<file path="config.mk">
export PLATFORM = sky130hd
export DESIGN_NAME = inta_vector_sequencer
export DESIGN_NICKNAME = d
export VERILOG_FILES = /design/src/rtl/inta_vector_sequencer_pkg.sv /design/src/rtl/inta_vector_sequencer_edge_detect.sv /design/src/rtl/inta_vector_sequencer.sv
export SDC_FILE = /design/constraint.sdc
export NUM_CORES = 1
export LEC_CHECK = 0
export ABC_AREA = 1
export CAP_MARGIN = 20
export CORE_ASPECT_RATIO = 0.5
export CORE_MARGIN = 4
export CORE_UTILIZATION = 52
export DETAILED_ROUTE_END_ITERATION = 6
export HOLD_SLACK_MARGIN = 0.02
export PLACE_DENSITY = 0.91
export REMOVE_ABC_BUFFERS = 1
export SLEW_MARGIN = 20
export SYNTH_ARGS = -nofsm -noshare
export SYNTH_HDL_FRONTEND = slang
export SYNTH_SLANG_ARGS = --single-unit
</file>
<file path="constraint.sdc">
create_clock -name clk -period 4.15 [get_ports clk]
set_input_delay 0.415 -clock clk [delete_from_list [all_inputs] [get_ports clk]]
set_output_delay 0.415 -clock clk [all_outputs]
set_load 0.05 [all_outputs]
</file>
<file path="src/rtl/inta_vector_sequencer_pkg.sv">
// Shared types and helpers for the interrupt-acknowledge sequencer.
// Pure declarations; no state, no latency.
package pic_pkg;

  typedef enum logic [2:0] {
    S_IDLE,
    S_P1,
    S_G1,
    S_P2,
    S_G2,
    S_P3
  } ack_state_t;

  localparam logic [7:0] CALL_OP = 8'hCD;
  localparam int         MAX_IRQ = 8;

  // One-hot of the lowest-index set bit (zero when nothing is set).
  function automatic logic [MAX_IRQ-1:0] isr_lowest_set(input logic [MAX_IRQ-1:0] isr);
    return isr & (~isr + {{(MAX_IRQ-1){1'b0}}, 1'b1});
  endfunction

endpackage

</file>
<file path="src/rtl/inta_vector_sequencer_edge_detect.sv">
// Registers INTA and flags its falling/rising edges combinationally against the registered copy.
// Pulses are valid in the same cycle the new INTA level is presented; no backpressure.
module inta_edge_detect (
  input  logic clk,
  input  logic rst_n,
  input  logic i_inta,
  output logic o_fall,
  output logic o_rise
);

  logic r_inta_q;

  always_ff @(posedge clk or negedge rst_n) begin
    if (!rst_n) r_inta_q <= 1'b1;
    else        r_inta_q <= i_inta;
  end

  assign o_fall = r_inta_q & ~i_inta;
  assign o_rise = ~r_inta_q & i_inta;

endmodule

</file>
<file path="src/rtl/inta_vector_sequencer.sv">
// Interrupt-acknowledge pulse sequencer (8086: 2 pulses, 8080: 3 pulses) owning the ISR bits.
// Outputs are registered on the edge that first samples a new INTA level; INTA pacing is the only flow control.
module inta_vector_sequencer #(
  parameter int          NUM_IRQ = 8,
  parameter logic [7:0]  CALL_OP = pic_pkg::CALL_OP,
  localparam int         LVL_W   = $clog2(NUM_IRQ)
) (
  input  logic               clk,
  input  logic               rst_n,
  input  logic               INTA,
  input  logic               irqValid,
  input  logic [LVL_W-1:0]   highestPriority,
  input  logic [7:0]         vectorBase,
  input  logic [7:0]         addrLow,
  input  logic [7:0]         addrHigh,
  input  logic               mode8086,
  input  logic               autoEoi,
  input  logic               eoiStrobe,
  input  logic               eoiSpecific,
  input  logic [LVL_W-1:0]   eoiLevel,
  output logic [7:0]         dataOut,
  output logic               dataOutEn,
  output logic [NUM_IRQ-1:0] irrClear,
  output logic [NUM_IRQ-1:0] inService,
  output logic               ackDone
);

  import pic_pkg::*;

  localparam logic [NUM_IRQ-1:0] LSB_ONE  = {{(NUM_IRQ-1){1'b0}}, 1'b1};
  localparam logic [LVL_W-1:0]   LVL_LAST = LVL_W'(NUM_IRQ-1);

  logic                 w_fall, w_rise;
  ack_state_t           r_state, w_state_nxt;
  logic [LVL_W-1:0]     r_lvl;
  logic                 r_mode, r_spur;
  logic [7-LVL_W:0]     r_vbase_hi;
  logic [5-LVL_W:0]     r_alow_hi;
  logic [7:0]           r_ahigh;
  logic [7:0]           r_data;
  logic                 r_data_en;
  logic [NUM_IRQ-1:0]   r_irr_clr, r_isr;
  logic                 r_ack;

  logic                 w_enter_p1, w_final_rise, w_mode_eff;
  logic [7:0]           w_data_nxt;
  logic                 w_en_nxt;
  logic [MAX_IRQ-1:0]   w_isr_ext, w_lowest;
  logic [NUM_IRQ-1:0]   w_set, w_eoi_clr, w_auto_clr;
  logic                 w_unused_base_bits;

  inta_edge_detect u_edge (
    .clk    (clk),
    .rst_n  (rst_n),
    .i_inta (INTA),
    .o_fall (w_fall),
    .o_rise (w_rise)
  );

  assign w_enter_p1   = (r_state == S_IDLE) & w_fall;
  assign w_final_rise = w_rise & (((r_state == S_P2) & r_mode) | (r_state == S_P3));
  assign w_mode_eff   = w_enter_p1 ? mode8086 : r_mode;

  // Level-index bits of the bases are replaced by the level itself.
  assign w_unused_base_bits = ^{vectorBase[LVL_W-1:0], addrLow[LVL_W+1:0]};

  always_comb begin
    w_state_nxt = r_state;
    case (r_state)
      S_IDLE:  if (w_fall) w_state_nxt = S_P1;
      S_P1:    if (w_rise) w_state_nxt = S_G1;
      S_G1:    if (w_fall) w_state_nxt = S_P2;
      S_P2:    if (w_rise) w_state_nxt = r_mode ? S_IDLE : S_G2;
      S_G2:    if (w_fall) w_state_nxt = S_P3;
      S_P3:    if (w_rise) w_state_nxt = S_IDLE;
      default: w_state_nxt = S_IDLE;
    endcase
  end

  always_comb begin
    w_data_nxt = 8'h00;
    w_en_nxt   = 1'b0;
    case (w_state_nxt)
      S_P1: if (!w_mode_eff) begin
        w_data_nxt = CALL_OP;
        w_en_nxt   = 1'b1;
      end
      S_P2: begin
        w_en_nxt   = 1'b1;
        w_data_nxt = r_mode ? {r_vbase_hi, r_lvl} : {r_alow_hi, r_lvl, 2'b00};
      end
      S_P3: begin
        w_en_nxt   = 1'b1;
        w_data_nxt = r_ahigh;
      end
      default: ;
    endcase
  end

  always_comb begin
    w_isr_ext                = '0;
    w_isr_ext[NUM_IRQ-1:0]   = r_isr;
  end
  assign w_lowest = isr_lowest_set(w_isr_ext);

  // Clears are resolved before the P1 set so a same-bit collision keeps the bit.
  assign w_set      = (w_enter_p1 & irqValid) ? (LSB_ONE << highestPriority) : '0;
  assign w_eoi_clr  = !eoiStrobe ? '0 :
                      eoiSpecific ? (LSB_ONE << eoiLevel) : w_lowest[NUM_IRQ-1:0];
  assign w_auto_clr = (w_final_rise & autoEoi & ~r_spur) ? (LSB_ONE << r_lvl) : '0;

  always_ff @(posedge clk or negedge rst_n) begin
    if (!rst_n) r_state <= S_IDLE;
    else        r_state <= w_state_nxt;
  end

  always_ff @(posedge clk or negedge rst_n) begin
    if (!rst_n) begin
      r_lvl      <= '0;
      r_mode     <= 1'b0;
      r_spur     <= 1'b0;
      r_vbase_hi <= '0;
      r_alow_hi  <= '0;
      r_ahigh    <= 8'h00;
      r_data     <= 8'h00;
      r_data_en  <= 1'b0;
      r_irr_clr  <= '0;
      r_isr      <= '0;
      r_ack      <= 1'b0;
    end else begin
      if (w_enter_p1) begin
        r_lvl      <= irqValid ? highestPriority : LVL_LAST;
        r_mode     <= mode8086;
        r_spur     <= ~irqValid;
        r_vbase_hi <= vectorBase[7:LVL_W];
        r_alow_hi  <= addrLow[7:LVL_W+2];
        r_ahigh    <= addrHigh;
      end
      r_data    <= w_data_nxt;
      r_data_en <= w_en_nxt;
      r_irr_clr <= w_set;
      r_isr     <= (r_isr & ~(w_eoi_clr | w_auto_clr)) | w_set;
      r_ack     <= w_final_rise;
    end
  end

  assign dataOut   = r_data;
  assign dataOutEn = r_data_en;
  assign irrClear  = r_irr_clr;
  assign inService = r_isr;
  assign ackDone   = r_ack;

endmodule

</file>
Yosys cells after proc, flatten, opt, wreduce, memory -nomap -nowiden
Index checks and enable logic that the tools add are counted.
Widths: inputs -> output; s select.
{"block": "op_classes", "n_mux": 19, "order_cmp": 0, "reduce_logical": 2, "n_eq_ne": 8, "mul": 0, "div_mod_pow": 0, "shifts": 3, "n_bitwise": 19, "n_addsub": 1}
{"cell": "$mux 8", "n": 6}
{"cell": "$mux 3", "n": 8}
{"cell": "$pmux 8 s3", "n": 1}
{"cell": "$shl 1x3->8 const A", "n": 3}
{"cell": "$pmux 3 s6", "n": 1}
{"cell": "$and 8x8->8", "n": 2}
{"cell": "$not 8->8", "n": 2}
{"cell": "$or 8x8->8", "n": 2}
{"cell": "$eq 3x2->1 const B", "n": 3}
{"cell": "$eq 3x3->1 const B", "n": 3}
{"cell": "$add 8x1->8 const B", "n": 1}
{"cell": "$and 1x1->1", "n": 8}
{"cell": "$eq 3x1->1 const B", "n": 2}
{"cell": "$not 1->1", "n": 4}
{"cell": "$logic_not 3->1", "n": 1}
{"cell": "$mux 1", "n": 2}
{"cell": "$pmux 1 s2", "n": 1}
{"cell": "$reduce_or 2->1", "n": 1}
{"cell": "$or 1x1->1", "n": 1}
{"block": "totals", "n_memories": 0, "word_cells": 65, "romBits": 0, "register_bits": 51, "latchBits": 0, "inputBits": 38, "ramBits": 0, "out_inout_bits": 26}

Logic depth before layout (Yosys ltp)
{"block": "depth", "word_depth": 11, "mapped_depth": 9, "ltp_nobuf": 8}

Modules after synthesis
A second synthesis with hierarchy kept.
{"block": "unflattened", "hier_cells": 261, "area_unflattened_um2": 2432.3}
{"mod": "inta_vector_sequencer", "cells_each": 256, "instances": 1, "area_per_inst_um2": 2391.0, "seq_area_each_um2": 1251.2}
{"mod": "inta_edge_detect", "cells_each": 5, "instances": 1, "area_per_inst_um2": 41.3, "seq_area_each_um2": 26.3}

Least setup slack after synthesis
OpenSTA, ideal clock, no wires.
{"block": "synth_timing", "path_type": "reg2reg", "start": "register u_edge.r_inta_q", "end": "register r_ahigh[1]", "required_time_ns": 4.022, "slack_ns": 2.739, "t_arrival_ns": 1.283, "stages_incl_launch_ff": 6, "setup_ns": 0.128, "path_cell_list": "dfstp_2 > inv_2 > nor2_4 > nand3_2 > buf_2 > mux2_1"}
{"block": "synth_via", "elab_chain_len": 2}
{"item": "start, declared", "line_no": "inta_vector_sequencer_edge_detect.sv:11", "rtl": "logic r_inta_q;"}
{"item": "start signal, assigned", "line_no": "inta_vector_sequencer_edge_detect.sv:15", "rtl": "else r_inta_q <= i_inta;"}
{"item": "$and 1x1->1", "line_no": "inta_vector_sequencer_edge_detect.sv:18", "rtl": "assign o_fall = r_inta_q & ~i_inta;"}
{"item": "$and 1x1->1", "line_no": "inta_vector_sequencer.sv:60", "rtl": "assign w_enter_p1 = (r_state == S_IDLE) & w_fall;"}
{"item": "end signal, assigned", "line_no": "inta_vector_sequencer.sv:137", "rtl": "r_ahigh <= addrHigh;"}
{"item": "end, declared", "line_no": "inta_vector_sequencer.sv:39", "rtl": "logic [7:0] r_ahigh;"}
Every way passes these cells.
A chain may end at the register's enable or synchronous reset.

Worst setup path after layout
{"block": "layout_timing", "start": "input INTA", "end": "register r_data[3] (netlist: dataOut[3])"}
{"block": "layout_via", "elab_chain_len": 6, "elab_cells_between_ends": 17}
{"item": "start, declared", "line_no": "inta_vector_sequencer.sv:10", "rtl": "input logic INTA,"}
{"item": "$not 1->1", "line_no": "inta_vector_sequencer_edge_detect.sv:18"}
{"item": "$and 1x1->1", "line_no": "inta_vector_sequencer_edge_detect.sv:18"}
{"item": "$and 1x1->1", "line_no": "inta_vector_sequencer.sv:60"}
{"item": "$mux 1"}
{"item": "named net w_mode_eff", "line_no": "inta_vector_sequencer.sv:45", "rtl": "logic w_enter_p1, w_final_rise, w_mode_eff;"}
{"item": "$mux 8", "line_no": "inta_vector_sequencer.sv:84", "rtl": "S_P1: if (!w_mode_eff) begin"}
{"item": "$pmux 8 s3", "line_no": "inta_vector_sequencer.sv:83", "rtl": "case (w_state_nxt)"}
{"item": "named net w_data_nxt[3]", "line_no": "inta_vector_sequencer.sv:46", "rtl": "logic [7:0] w_data_nxt;"}
{"item": "end signal, assigned", "line_no": "inta_vector_sequencer.sv:139", "rtl": "r_data <= w_data_nxt;"}
{"item": "end, declared", "line_no": "inta_vector_sequencer.sv:40", "rtl": "logic [7:0] r_data;"}
The timed path passes the listed nets, and every way through them passes these cells.

==> results.sh <==
export IMPL_timing_critical_path_cells="clkdlybuf4s50_1, nor2_4, nand3_2, o21ai_1, or2_1, nand3_2"
export IMPL_n_antenna_cell=0
export IMPL_wl_um=5760
export IMPL_die_width_um=105
export IMPL_grt_setup_unrepaired="no"
export IMPL_yosysUniqueCellTypes=29
export IMPL_most_common_cell_after_layout_fill_and_taps_aside="sky130_fd_sc_hd__nand2_1"
export IMPL_gp_routability_congestion=0.968
export IMPL_worstPathMaxFanout=23
export IMPL_synth_xor_area_share=0
export IMPL_insertion_delay_ps=310
export IMPL_drt_iter0_markers=192
export IMPL_power_static_leakage_nw=1.56
export IMPL_timing_final_crit_period_ps=2150
export IMPL_leading_cell_types_in_the_layout_fill_and_taps_excluded="sky130_fd_sc_hd__nand2_1 (77), sky130_fd_sc_hd__clkdlybuf4s50_1 (54), sky130_fd_sc_hd__dfrtp_1 (50)"
export IMPL_max_clock_path_buffers=2
export IMPL_worst_slew_slack_as_a_fraction_of_its_limit=0.582
export IMPL_die_height_um=56.4
export IMPL_cts_hold_repair_buffers=0
export IMPL_slew_violations=0
export IMPL_seq_area_frac_synth=0.525
export IMPL_grt_pass1_vias=2079
export IMPL_critPathMostFrequentCell="sky130_fd_sc_hd__nand3_2"
export IMPL_layout_area_overhead_vs_synth_pct=27.6
export IMPL_non_filler_instance_count_after_layout=390
export IMPL_number_of_endpoints_failing_setup_at_the_final_stage=0
export IMPL_cts_repair_resize_count=0
export IMPL_grt_max_degree=52
export IMPL_p_comb_frac=0.375
export IMPL_post_dp_cell_area_um2=3020
export IMPL_port_buffers=55
export IMPL_critical_path_origin="INTA"
export IMPL_layout_nets=370
export IMPL_core_rows=17
export IMPL_regToRegEndpoint="dataOut[3]$_DFF_PN0_"
export IMPL_synth_seq_cells=51
export IMPL_largest_family_of_logic_cells_by_synthesized_area="simple AND/OR/NAND/NOR gates"
export IMPL_grt_antenna_before_repair=0
export IMPL_layout_drive_gt1_share=0.0901
export IMPL_worstSetupStartpointType="primary input"
export IMPL_post_place_cells=382
export IMPL_period_share=0.517
export IMPL_core_area_um2=4450
export IMPL_timing_critical_path_to_type="flop"
export IMPL_hold_class="in2async"
export IMPL_die_area_um2=5900
export IMPL_cts_tree="built"
export IMPL_cts_buffers_inserted=5
export IMPL_fin_tns_setup_ps=0
export IMPL_globalRouteOverflowTotal=0
export IMPL_ys_warnings_count=0
export IMPL_maximum_resistive_drop_on_vdd_mv=0.257
export IMPL_ff2ff_setup_slack_ps=2030
export IMPL_synth_mux_area_frac=0.0741
export IMPL_maxClockFrequency_ghz=0.466
export IMPL_power_report_internal_total_mw=0.992
export IMPL_post_synth_inst_count=276
export IMPL_post_cts_repair_setup_buffers=0
export IMPL_rr_worst_depth=6
export IMPL_routed_via_density=5.34
export IMPL_clkSinkCount=51
export IMPL_rr_startpoint="u_edge.r_inta_q$_DFF_PN1_"
export IMPL_synth_area_um2=2430
export IMPL_synth_simple_gate_area_share=0.267
export IMPL_grt_util_all_layers=0.205
export IMPL_dp_hpwl_um=4080
export IMPL_vias_after_detailed_routing=2083
export IMPL_fin_worst_skew_ps=4.35
export IMPL_crit_end="dataOut[3]$_DFF_PN0_"
export IMPL_timing_setup_critical_path_class="in2reg"
export IMPL_clkSlewWorstSetupHoldPaths_ps=90
export IMPL_fin_area_um2=3100
export IMPL_cts_root_buffer="sky130_fd_sc_hd__clkbuf_8"
export IMPL_register_area_um2=1280
export IMPL_share_of_total_power_in_the_clock_network=0.169
export IMPL_drt_first_pass_iters=6
export IMPL_antenna_left=0
export IMPL_max_cap_violations=0
export IMPL_tightestPinTransition_ps=627
export IMPL_io_pin_count=64
export IMPL_post_synth_cell_area_avg_um2=8.81
export IMPL_total_count_of_hold_check_failures_in_the_final_report=0
export IMPL_multiInputGateArea_um2=978
export IMPL_synth_compound_gate_area_share=0.0618
export IMPL_initial_util=0.547
export IMPL_post_synth_fa_ha_maj_area_fraction=0
export IMPL_slowest_stage="sky130_fd_sc_hd__clkdlybuf4s50_1"
export IMPL_fillCellCount=321
export IMPL_outcome="completed"
export IMPL_critical_path_arrival_ps=2320
export IMPL_detailed_route_drc_error_count=0
export IMPL_swShare=0.404
export IMPL_timing_critical_path_required_ps=4330
export IMPL_wl_per_cell_um=14.8
export IMPL_critical_path_max_stage_delay_ps=480
export IMPL_share_seq_of_total_power=0.456
export IMPL_global_route_wire_length_before_repair_um=9740
export IMPL_utilization=0.698
export IMPL_power_density_nw_per_um2=536
export IMPL_cts_htree_levels=2
export IMPL_power_switching_mw=0.672
## cell type report
class,count,area share
inverter,38,0.0460
timing repair buffer,55,0.177
multi-input combinational,181,0.315
clock inverter,2,0.00403
tap,57,0.0230
sequential,51,0.412
clock buffer,6,0.0234
## worst max-delay path: cells and delay by family
family	cells	cell delay [ps]
buffers and inverters	1	480
AOI/OAI and AO/OA	1	360
and+or+nand+nor	4	1060
## power by group through the flow
stage          sequential, mW  combinational [mW]  clock (mW)
2_1_floorplan           0.855               0.302           0
3_3_place_gp            0.753               0.579           0
3_5_place_dp            0.764               0.607           0
4_1_cts                 0.755               0.624       0.282
5_1_grt                 0.777               0.680       0.307
6_report                0.759               0.625       0.280
## registers in the layout (all words and copies together), names as in the netlist
| signal | count |
|---|---|
| r_state | 3 |
| ackDone | 1 |
| dataOutEn | 1 |
| r_lvl | 3 |
| irrClear | 8 |
| r_ahigh | 8 |
| r_mode | 1 |
| u_edge.r_inta_q | 1 |
| inService | 8 |
| r_spur | 1 |
| r_alow_hi | 3 |
| dataOut | 8 |
| r_vbase_hi | 5 |
## synthesized netlist by cell type
master	instances	share of area
sky130_fd_sc_hd__nand2_1	77	0.12
sky130_fd_sc_hd__dfrtp_1	50	0.51
sky130_fd_sc_hd__inv_1	34	0.052
sky130_fd_sc_hd__nor2_1	26	0.040
sky130_fd_sc_hd__nand3_1	18	0.037
sky130_fd_sc_hd__mux2_1	13	0.060
sky130_fd_sc_hd__o21ai_0	10	0.021
sky130_fd_sc_hd__nand4_1	8	0.021
sky130_fd_sc_hd__nand3_2	7	0.029
sky130_fd_sc_hd__inv_2	4	0.0062
sky130_fd_sc_hd__a21oi_1	3	0.0062
sky130_fd_sc_hd__mux2_2	3	0.014
sky130_fd_sc_hd__nor2_4	3	0.014
sky130_fd_sc_hd__a22oi_1	2	0.0062
sky130_fd_sc_hd__buf_2	2	0.0041
sky130_fd_sc_hd__clkbuf_1	2	0.0031
sky130_fd_sc_hd__o22ai_1	2	0.0051
sky130_fd_sc_hd__a31oi_1	1	0.0026
sky130_fd_sc_hd__buf_1	1	0.0015
sky130_fd_sc_hd__buf_6	1	0.0046
sky130_fd_sc_hd__dfstp_2	1	0.011
sky130_fd_sc_hd__nor2_2	1	0.0026
sky130_fd_sc_hd__nor3_1	1	0.0021
sky130_fd_sc_hd__o21ai_1	1	0.0021
sky130_fd_sc_hd__o21ai_2	1	0.0036
sky130_fd_sc_hd__o21ai_4	1	0.0067
sky130_fd_sc_hd__o22ai_2	1	0.0051
sky130_fd_sc_hd__o32ai_1	1	0.0036
sky130_fd_sc_hd__or2_1	1	0.0026
## routing by layer
metal,vias up,global-route usage,part of all wire
met1,999,0.249,0.43
met5,-,0,0
li1,1000,-,-
met4,0,0.0710,0.017
met2,72,0.369,0.51
met3,12,0.0390,0.048
## how the worst min path moves through the flow
stage                                     endpoint  depth (start not counted)              startpoint  slack, ps
after floorplan                  ackDone$_DFF_PN0_                          0                   rst_n        120
after global placement        dataOut[5]$_DFF_PN0_                          2  r_ahigh[5]$_DFFE_PN0P_        460
after detailed placement      dataOut[5]$_DFF_PN0_                          2  r_ahigh[5]$_DFFE_PN0P_        470
after CTS                     r_lvl[1]$_DFFE_PN0P_                          1                   rst_n        350
after global routing          dataOut[5]$_DFF_PN0_                          1                   rst_n        170
final                     r_alow_hi[0]$_DFFE_PN0P_                          1                   rst_n        110
## through the flow
step,setup slack (ps),hold slack [ps],power [mW]
2_1_floorplan,2430,119,1.16
3_3_place_gp,1810,456,1.33
3_5_place_dp,1760,474,1.37
4_1_cts,2000,349,1.66
5_1_grt,1890,171,1.76
6_report,2000,110,1.66
## kinds of logic (layout without fill, tap and decap cells)
group	Yosys count	count (layout)
simple gates	142	142
flops	51	51
buf+inv	44	101
compound gates	23	23
mux	16	16
Power figures use the tool's default switching activity.
